<file path="config.mk">
export PLATFORM = sky130hd
export DESIGN_NAME = axil_reg_responder
export DESIGN_NICKNAME = d
export VERILOG_FILES = /design/src/rtl/axil_reg_pkg.sv /design/src/rtl/axil_wstrb_merge.sv /design/src/rtl/axil_reg_responder.sv
export SDC_FILE = /design/constraint.sdc
export NUM_CORES = 1
export LEC_CHECK = 0
export CAP_MARGIN = 20
export CORE_MARGIN = 2
export CORE_UTILIZATION = 54
export CTS_CLUSTER_SIZE = 24
export DETAILED_ROUTE_END_ITERATION = 8
export GPL_TIMING_DRIVEN = 0
export PLACE_DENSITY = 0.84
export SLEW_MARGIN = 30
export SYNTH_ARGS = -nofsm -noshare
export SYNTH_HDL_FRONTEND = slang
export SYNTH_SLANG_ARGS = --single-unit
</file>
<file path="constraint.sdc">
create_clock -name axi_aclk -period 7.4 [get_ports axi_aclk]
set_input_delay 1.48 -clock axi_aclk [delete_from_list [all_inputs] [get_ports axi_aclk]]
set_output_delay 1.48 -clock axi_aclk [all_outputs]
set_load 0.005 [all_outputs]
</file>
<file path="src/rtl/axil_reg_pkg.sv">
// Shared register-map constants, response codes and address decode for axil_reg_responder.
// AXIL_REGS_CYCLE_COUNTER_EN maps the CYCLE_LO/CYCLE_HI offsets.
package axil_reg_pkg;

  localparam logic [31:0] REG_ID       = 32'h00;
  localparam logic [31:0] REG_SCRATCH  = 32'h04;
  localparam logic [31:0] REG_LED      = 32'h08;
  localparam logic [31:0] REG_CYCLE_LO = 32'h0C;
  localparam logic [31:0] REG_CYCLE_HI = 32'h10;

  localparam logic [1:0] RESP_OKAY   = 2'b00;
  localparam logic [1:0] RESP_SLVERR = 2'b10;

  localparam int NUM_LANES = 4;
  localparam int VEC_W     = 8;

  typedef enum logic [2:0] {
    SEL_ID, SEL_SCRATCH, SEL_LED, SEL_CYC_LO, SEL_CYC_HI, SEL_NONE
  } reg_sel_e;

  typedef struct packed {
    logic [NUM_LANES-1:0][VEC_W-1:0] data;
    logic [NUM_LANES-1:0]            strb;
  } wbeat_t;

  // Byte-lane bits [1:0] never take part in the decode.
  function automatic reg_sel_e decode(input logic [31:0] addr);
    logic [31:0] a;
    a = {addr[31:2], 2'b00};
    case (a)
      REG_ID:       decode = SEL_ID;
      REG_SCRATCH:  decode = SEL_SCRATCH;
      REG_LED:      decode = SEL_LED;
`ifdef AXIL_REGS_CYCLE_COUNTER_EN
      REG_CYCLE_LO: decode = SEL_CYC_LO;
      REG_CYCLE_HI: decode = SEL_CYC_HI;
`endif
      default:      decode = SEL_NONE;
    endcase
  endfunction

endpackage

</file>
<file path="src/rtl/axil_wstrb_merge.sv">
// Combinational per-byte merge: each lane takes wdata where wstrb is set, else keeps old data.
module axil_wstrb_merge
  import axil_reg_pkg::*;
#(
  parameter int LANES = NUM_LANES,
  parameter int LW    = VEC_W
) (
  input  logic [LANES-1:0][LW-1:0] old_data,
  input  logic [LANES-1:0][LW-1:0] wdata,
  input  logic [LANES-1:0]         wstrb,
  output logic [LANES-1:0][LW-1:0] merged
);

  for (genvar i = 0; i < LANES; i++) begin : g_lane
    assign merged[i] = wstrb[i] ? wdata[i] : old_data[i];
  end

endmodule

</file>
<file path="src/rtl/axil_reg_responder.sv">
// AXI4-Lite register responder for the PCIe AXI-MM bridge master port: ID, SCRATCH, LED registers.
// AXIL_REGS_CYCLE_COUNTER_EN adds a 64-bit cycle counter readable at CYCLE_LO/CYCLE_HI.
module axil_reg_responder
  import axil_reg_pkg::*;
#(
  parameter int          ADDR_W    = 12,
  parameter logic [31:0] ID_VALUE  = 32'h7C1E_0001,
  parameter logic [2:0]  LED_RESET = 3'b000
) (
  input  logic              axi_aclk,
  input  logic              axi_aresetn,
  input  logic [ADDR_W-1:0] s_axil_awaddr,
  input  logic              s_axil_awvalid,
  output logic              s_axil_awready,
  input  logic [31:0]       s_axil_wdata,
  input  logic [3:0]        s_axil_wstrb,
  input  logic              s_axil_wvalid,
  output logic              s_axil_wready,
  output logic [1:0]        s_axil_bresp,
  output logic              s_axil_bvalid,
  input  logic              s_axil_bready,
  input  logic [ADDR_W-1:0] s_axil_araddr,
  input  logic              s_axil_arvalid,
  output logic              s_axil_arready,
  output logic [31:0]       s_axil_rdata,
  output logic [1:0]        s_axil_rresp,
  output logic              s_axil_rvalid,
  input  logic              s_axil_rready,
  output logic [2:0]        led
);

  logic              aw_full, w_full;
  logic [ADDR_W-1:0] aw_addr_q;
  wbeat_t            w_q;
  logic [31:0]       scratch_q;
  logic [2:0]        led_q;

  // Readies are gated by reset so they read 0 while reset is held and open immediately after.
  assign s_axil_awready = axi_aresetn & ~aw_full;
  assign s_axil_wready  = axi_aresetn & ~w_full;
  assign s_axil_arready = axi_aresetn & ~s_axil_rvalid;
  assign led            = led_q;

  logic aw_hs, w_hs, ar_hs, commit;
  assign aw_hs = s_axil_awvalid & s_axil_awready;
  assign w_hs  = s_axil_wvalid & s_axil_wready;
  assign ar_hs = s_axil_arvalid & s_axil_arready;

  // A beat arriving this cycle bypasses its holder so the commit lands on the completing handshake edge.
  logic [ADDR_W-1:0] wr_addr;
  wbeat_t            wr_beat;
  assign wr_addr = aw_full ? aw_addr_q : s_axil_awaddr;
  assign wr_beat = w_full  ? w_q : {s_axil_wdata, s_axil_wstrb};
  assign commit  = (aw_full | aw_hs) & (w_full | w_hs) & ~s_axil_bvalid;

  reg_sel_e wsel, rsel;
  assign wsel = decode(32'(wr_addr));
  assign rsel = decode(32'(s_axil_araddr));

  logic [NUM_LANES-1:0][VEC_W-1:0] merge_old, merge_out;
  assign merge_old = (wsel == SEL_LED) ? {29'd0, led_q} : scratch_q;

  axil_wstrb_merge u_merge (
    .old_data (merge_old),
    .wdata    (wr_beat.data),
    .wstrb    (wr_beat.strb),
    .merged   (merge_out)
  );

  logic [1:0] wr_resp;
  always_comb begin
    wr_resp = RESP_OKAY;
    if (wsel == SEL_ID || wsel == SEL_NONE) wr_resp = RESP_SLVERR;
  end

`ifdef AXIL_REGS_CYCLE_COUNTER_EN
  logic [63:0] cycle_cnt;
  logic [31:0] cycle_hi_shadow;

  always_ff @(posedge axi_aclk) begin
    if (!axi_aresetn) begin
      cycle_cnt       <= '0;
      cycle_hi_shadow <= '0;
    end else begin
      cycle_cnt <= cycle_cnt + 64'd1;
      if (ar_hs && rsel == SEL_CYC_LO) cycle_hi_shadow <= cycle_cnt[63:32];
    end
  end
`endif

  logic [31:0] rd_data;
  logic [1:0]  rd_resp;
  always_comb begin
    rd_data = '0;
    rd_resp = RESP_OKAY;
    case (rsel)
      SEL_ID:      rd_data = ID_VALUE;
      SEL_SCRATCH: rd_data = scratch_q;
      SEL_LED:     rd_data = {29'd0, led_q};
`ifdef AXIL_REGS_CYCLE_COUNTER_EN
      SEL_CYC_LO:  rd_data = cycle_cnt[31:0];
      SEL_CYC_HI:  rd_data = cycle_hi_shadow;
`endif
      default:     rd_resp = RESP_SLVERR;
    endcase
  end

  always_ff @(posedge axi_aclk) begin
    if (!axi_aresetn) begin
      aw_full       <= 1'b0;
      w_full        <= 1'b0;
      aw_addr_q     <= '0;
      w_q           <= '0;
      s_axil_bvalid <= 1'b0;
      s_axil_bresp  <= RESP_OKAY;
      s_axil_rvalid <= 1'b0;
      s_axil_rresp  <= RESP_OKAY;
      s_axil_rdata  <= '0;
      scratch_q     <= '0;
      led_q         <= LED_RESET;
    end else begin
      if (commit) begin
        aw_full       <= 1'b0;
        w_full        <= 1'b0;
        s_axil_bvalid <= 1'b1;
        s_axil_bresp  <= wr_resp;
        if (wsel == SEL_SCRATCH) scratch_q <= merge_out;
        if (wsel == SEL_LED)     led_q     <= merge_out[0][2:0];
      end else begin
        if (aw_hs) begin
          aw_full   <= 1'b1;
          aw_addr_q <= s_axil_awaddr;
        end
        if (w_hs) begin
          w_full <= 1'b1;
          w_q    <= {s_axil_wdata, s_axil_wstrb};
        end
        if (s_axil_bvalid && s_axil_bready) s_axil_bvalid <= 1'b0;
      end

      // Reads sample the registers before this edge's write, so same-cycle reads see old data.
      if (ar_hs) begin
        s_axil_rvalid <= 1'b1;
        s_axil_rdata  <= rd_data;
        s_axil_rresp  <= rd_resp;
      end else if (s_axil_rvalid && s_axil_rready) begin
        s_axil_rvalid <= 1'b0;
      end
    end
  end

endmodule

</file>
# After elaboration in Yosys (flattened, before gate mapping)

Index checks and enable logic that the tools add are counted.
W data, S select, Z words.

Register bits after elaboration: 123
Latch bits: 0
Bits in writable memories: 0
Bits in read-only memories: 0
Input bits: 67
Memories kept: 0

$add $sub $neg: 0
Multipliers: 0
Div/mod/pow operators: 0
Order comparisons: 0
Equal/unequal tests: 9
Shift operators: 0
Muxes and demuxes: 16
Bitwise operators: 16
Reductions and logical operators: 23

Operator list:

| cell                  | number |
|---|---|
| $pmux W32 S3          | 1 |
| $mux W36              | 1 |
| $mux W32              | 1 |
| $mux W8               | 4 |
| $eq A10 B1 Y1 const B | 2 |
| $eq A10 B2 Y1 const B | 2 |
| $logic_not A10 Y1     | 2 |
| $pmux W3 S3           | 2 |
| $mux W12              | 1 |
| $reduce_and A3 Y1     | 4 |
| $reduce_bool A2 Y1    | 6 |
| $and A1 B1 Y1         | 8 |
| $reduce_and A2 Y1     | 4 |
| $eq A3 B1 Y1 const B  | 2 |
| $eq A3 B2 Y1 const B  | 2 |
| $logic_not A3 Y1      | 2 |
| $not A1 Y1            | 6 |
| $mux W1               | 4 |
| $mux W2               | 2 |
| $eq A3 B3 Y1 const B  | 1 |
| $reduce_or A3 Y1      | 1 |
| $logic_and A1 B1 Y1   | 2 |
| $or A1 B1 Y1          | 2 |
| $reduce_or A2 Y1      | 1 |
| $logic_or A1 B1 Y1    | 1 |

# Depth between registers and ports, before layout

Word-level depth: 8
Depth in mapped cells: 10

# Modules after synthesis

Synthesis repeated with hierarchy kept, for this count alone.

Cells, all modules: 676
Area total of the unflattened synthesis: 5893.2 sq um

By module, submodules not included:

| module             | times used | cells each | area an instance (sq um) |
|---|---|---|---|
| axil_reg_responder | 1          | 640        | 5367.6 |
| axil_wstrb_merge   | 1          | 36         | 525.5 |

# Worst setup path after synthesis

Ideal clock, no wire load.

Path kind: input-to-output
From: input port axi_aresetn
To: output port s_axil_awready
Data arrival time: 2.367 ns
Required time: 5.920 ns
Slack: 3.553 ns
Cell stages on the path: 5
Cell sequence: buf_2 -> inv_1 -> clkbuf_1 -> buf_1 -> nor2_1

Longest elaborated chain between the ends: 1

Ends and longest elaborated chain:

| element            | RTL line                 | RTL |
|---|---|---|
| start: declaration | axil_reg_responder.sv:11 | `input logic axi_aresetn,` |
| $and A1 B1 Y1      | axil_reg_responder.sv:39 | `assign s_axil_awready = axi_aresetn & ~aw_full;` |
| end: declaration   | axil_reg_responder.sv:14 | `output logic s_axil_awready,` |

Every way passes these cells.

# Worst setup path in the final report

Ends and elaborated chain as after synthesis.

==> results.json <==
{
  "outcome": "finished, final reports clean",
  "ys.flop_type": "dfxtp_1",
  "ios": 111,
  "first_iter_violations": 278,
  "finalSetupViolCount": 0,
  "syn_area_sq_um": 5000,
  "cp_max_fo": 10,
  "cts-buffers-inserted": 17,
  "synth_edf_count": 0,
  "ant_nets": 0,
  "grt_max_degree": 17,
  "routedWlPerCell_microns": 18.0,
  "floorplan.initialDensity_pct": 54.9,
  "cts_resized": 0,
  "clk_latency_ns": 0.53,
  "synth_top_family_by_area": "compound AO/OA/AOI/OAI gates",
  "drc_errors": 0,
  "drive_above_1_share_pct": 10.5,
  "fin_crit_sh_pct": 62.8,
  "fin_tns_setup_ns": 0,
  "critPathSlowestCell": "clkbuf_1",
  "slowest_delay_ns": 0.46,
  "die_w_microns": 100,
  "async_flop_share_pct": 0,
  "synth_compound_area_share_pct": 24.9,
  "synth-xor-area-share_pct": 0,
  "cts_tree": "yes",
  "fin_skew_ns": 0.00627,
  "yosys_register_bits": 119,
  "vdd_drop_max_v": 0.000158,
  "wirelength_mm": 14.7,
  "rsz0062_at_grt": "false",
  "grt_pass1_wl_mm": 23.1,
  "final-hold-violation-count": 0,
  "cp_num_cells": 6,
  "tightest_slew_ns": 0.858,
  "yosys.area_share.simple_pct": 17.0,
  "critical_path_buf_inv_count": 5,
  "p_total_uw": 1690,
  "dpl-instance-area_sq_um": 6180,
  "synthAdderAreaFrac_pct": 0.750,
  "fmax_ghz": 0.215,
  "critPathKind": "in2out",
  "vias_per_cell": 6.09,
  "final_nets": 762,
  "synth_cell_types": 46,
  "fillerInstances": 667,
  "die-height_microns": 100,
  "hold_class": "reg2reg",
  "cts_max_path_buffers": 2,
  "dieArea_sq_um": 10000,
  "track_usage_pct": 29.2,
  "rr_worst_depth": 9,
  "yosys_warnings": 0,
  "syn_to_final_growth_pct": 35.9,
  "power_density_nw_per_um2": 248,
  "htreeDepth": 4,
  "final_cell_area_sq_um": 6800,
  "place_ws_ns": 2.76,
  "setup_ws_ns": 2.75,
  "post-route-min-period_ns": 4.65,
  "p_leak_uw": 0.00240,
  "slew_violations": 0,
  "vias": 4968,
  "maxCapViolCount": 0,
  "path_cells": "buf_2 > inv_1 > clkbuf_1 > buf_1 > nor2_1 > clkdlybuf4s50_1",
  "syn_inst": 569,
  "seq_area_frac_synth_pct": 47.6,
  "crit_path_end_kind": "primary output",
  "cts_hold_buf": 0,
  "whs_path_depth": 2,
  "antenna_found_initial": 0,
  "place.gp.congestion": 0.784,
  "clkTransAtPathRegs_ns": 0.06,
  "relSlewSlack_pct": 42.6,
  "diodes": 0,
  "arrival_ns": 3.17,
  "firstDrtPassIters": 5,
  "dpl.hpwl_mm": 10.0,
  "core_area_sq_um": 9110,
  "cts_root_buf": "clkbuf_8",
  "std_cell_rows": 35,
  "synth_area_per_cell_sq_um": 8.79,
  "startpoint_type": "input pin",
  "grt-ovfl-total": 0,
  "crit_required_ns": 5.92,
  "cts.sinks": 119,
  "grt_pass1_vias": 4847,
  "muxShareOfSynthArea_pct": 4.75,
  "whs_ns": 0.453,
  "portBuffers": 103,
  "cp_top_family": "buffers and inverters",
  "postCtsSetupBuffers": 0
}
## tightest hold or removal path: stages (launching register included)
cell,delay [ns]
dfxtp_1,0.30
nand2_1,0.05
a21oi_1,0.05
## final timing paths
kind / to / start / slack, ns
worst min register to register: w_q[8] / w_q[8] / 0.45
worst min-delay path: w_q[8] / w_q[8] / 0.45
worst max register to register: scratch_q[30] / w_full / 4.59
worst max-delay path: s_axil_awready / axi_aresetn / 2.75
## routing by layer
metal	global-route usage, %	part of all wire (%)	vias to the layer above
li1	-	-	2293
met1	34.8	39	2357
met2	49.5	49	257
met3	5.85	7.6	61
met4	15.6	4.1	0
met5	0	0	-
## power breakdown
| group | switching [uW] | leakage (uW) | internal [uW] | total (uW) |
|---|---|---|---|---|
| Sequential | 9.53 | 0.000964 | 657 | 667 |
| Clock | 311 | 0.000298 | 544 | 856 |
| Combinational | 88.8 | 0.00114 | 77.4 | 166 |
## registers in the layout (all words and copies together), names as in the netlist
register       cells
aw_addr_q         10
aw_full            1
led                3
s_axil_bresp       1
s_axil_bvalid      1
s_axil_rdata      32
s_axil_rresp       1
s_axil_rvalid      1
scratch_q         32
w_full             1
w_q               36
## metrics by stage
stage,utilization (%),cells
6_report,74.6,816
5_1_grt,74.6,816
4_1_cts,74.6,816
3_5_place_dp,67.8,784
3_3_place_gp,67.8,784
2_1_floorplan,-,570
## layout by cell type (no fill, tap or decap), types with 4 or more instances in the layout
cell             instances
a21oi_1                 85
nand2b_1                 7
dfxtp_1                119
nand3_1                 20
inv_1                    8
mux2i_1                 17
o221a_1                  4
clkdlybuf4s50_1        103
clkinv_4                 5
mux2_2                   5
clkbuf_16               16
o22a_1                  22
nand2_1                109
clkbuf_1                32
nor3b_1                  6
o21ai_0                 14
nor4_1                   4
nor2_1                  30
a31oi_1                  5
clkbuf_8                 4
buf_1                    7
o211ai_1                 6
o221a_2                 22
## cells by family (layout without fill, tap and decap cells)
family | Yosys count | in the layout
mux | 23 | 23
compound gates | 176 | 176
buf+inv | 55 | 190
other cells | 1 | 2
simple gates | 192 | 192
flops | 119 | 119
fa+ha+maj | 3 | 3
## cell usage after synthesis (3+ instances only)
cell,instances,share of area [%]
buf_4,3,0.45
a31oi_1,5,0.63
nor4_1,4,0.50
buf_6,3,0.68
or3_1,3,0.38
buf_1,7,0.53
a21oi_1,85,8.5
mux2i_1,17,3.4
ha_1,3,0.75
nor3_1,3,0.30
clkbuf_1,32,2.4
nor3b_1,6,0.90
o221a_2,22,5.0
mux2_2,5,1.1
o21ai_0,14,1.4
o211ai_1,6,0.90
a22oi_1,3,0.45
inv_1,8,0.60
dfxtp_1,119,48
o22a_1,22,3.9
o2bb2ai_1,3,0.53
nor2_1,30,2.3
nand2b_1,7,0.88
nand2_1,109,8.2
nand3_1,20,2.0
o221a_1,4,0.90
## area by class of cell
| class | count | area, sq um | area share [%] |
|---|---|---|---|
| plain buffers | 47 | 213 | 3.13 |
| clock buffers | 20 | 455 | 6.70 |
| well taps | 111 | 139 | 2.04 |
| multi-input cells | 396 | 2380 | 35.0 |
| clock inverters | 12 | 166 | 2.45 |
| flip-flops and latches | 119 | 2380 | 35.0 |
| repair buffers | 103 | 1030 | 15.2 |
| inverters | 8 | 30.0 | 0.442 |
(Power assumes the default switching activity.)
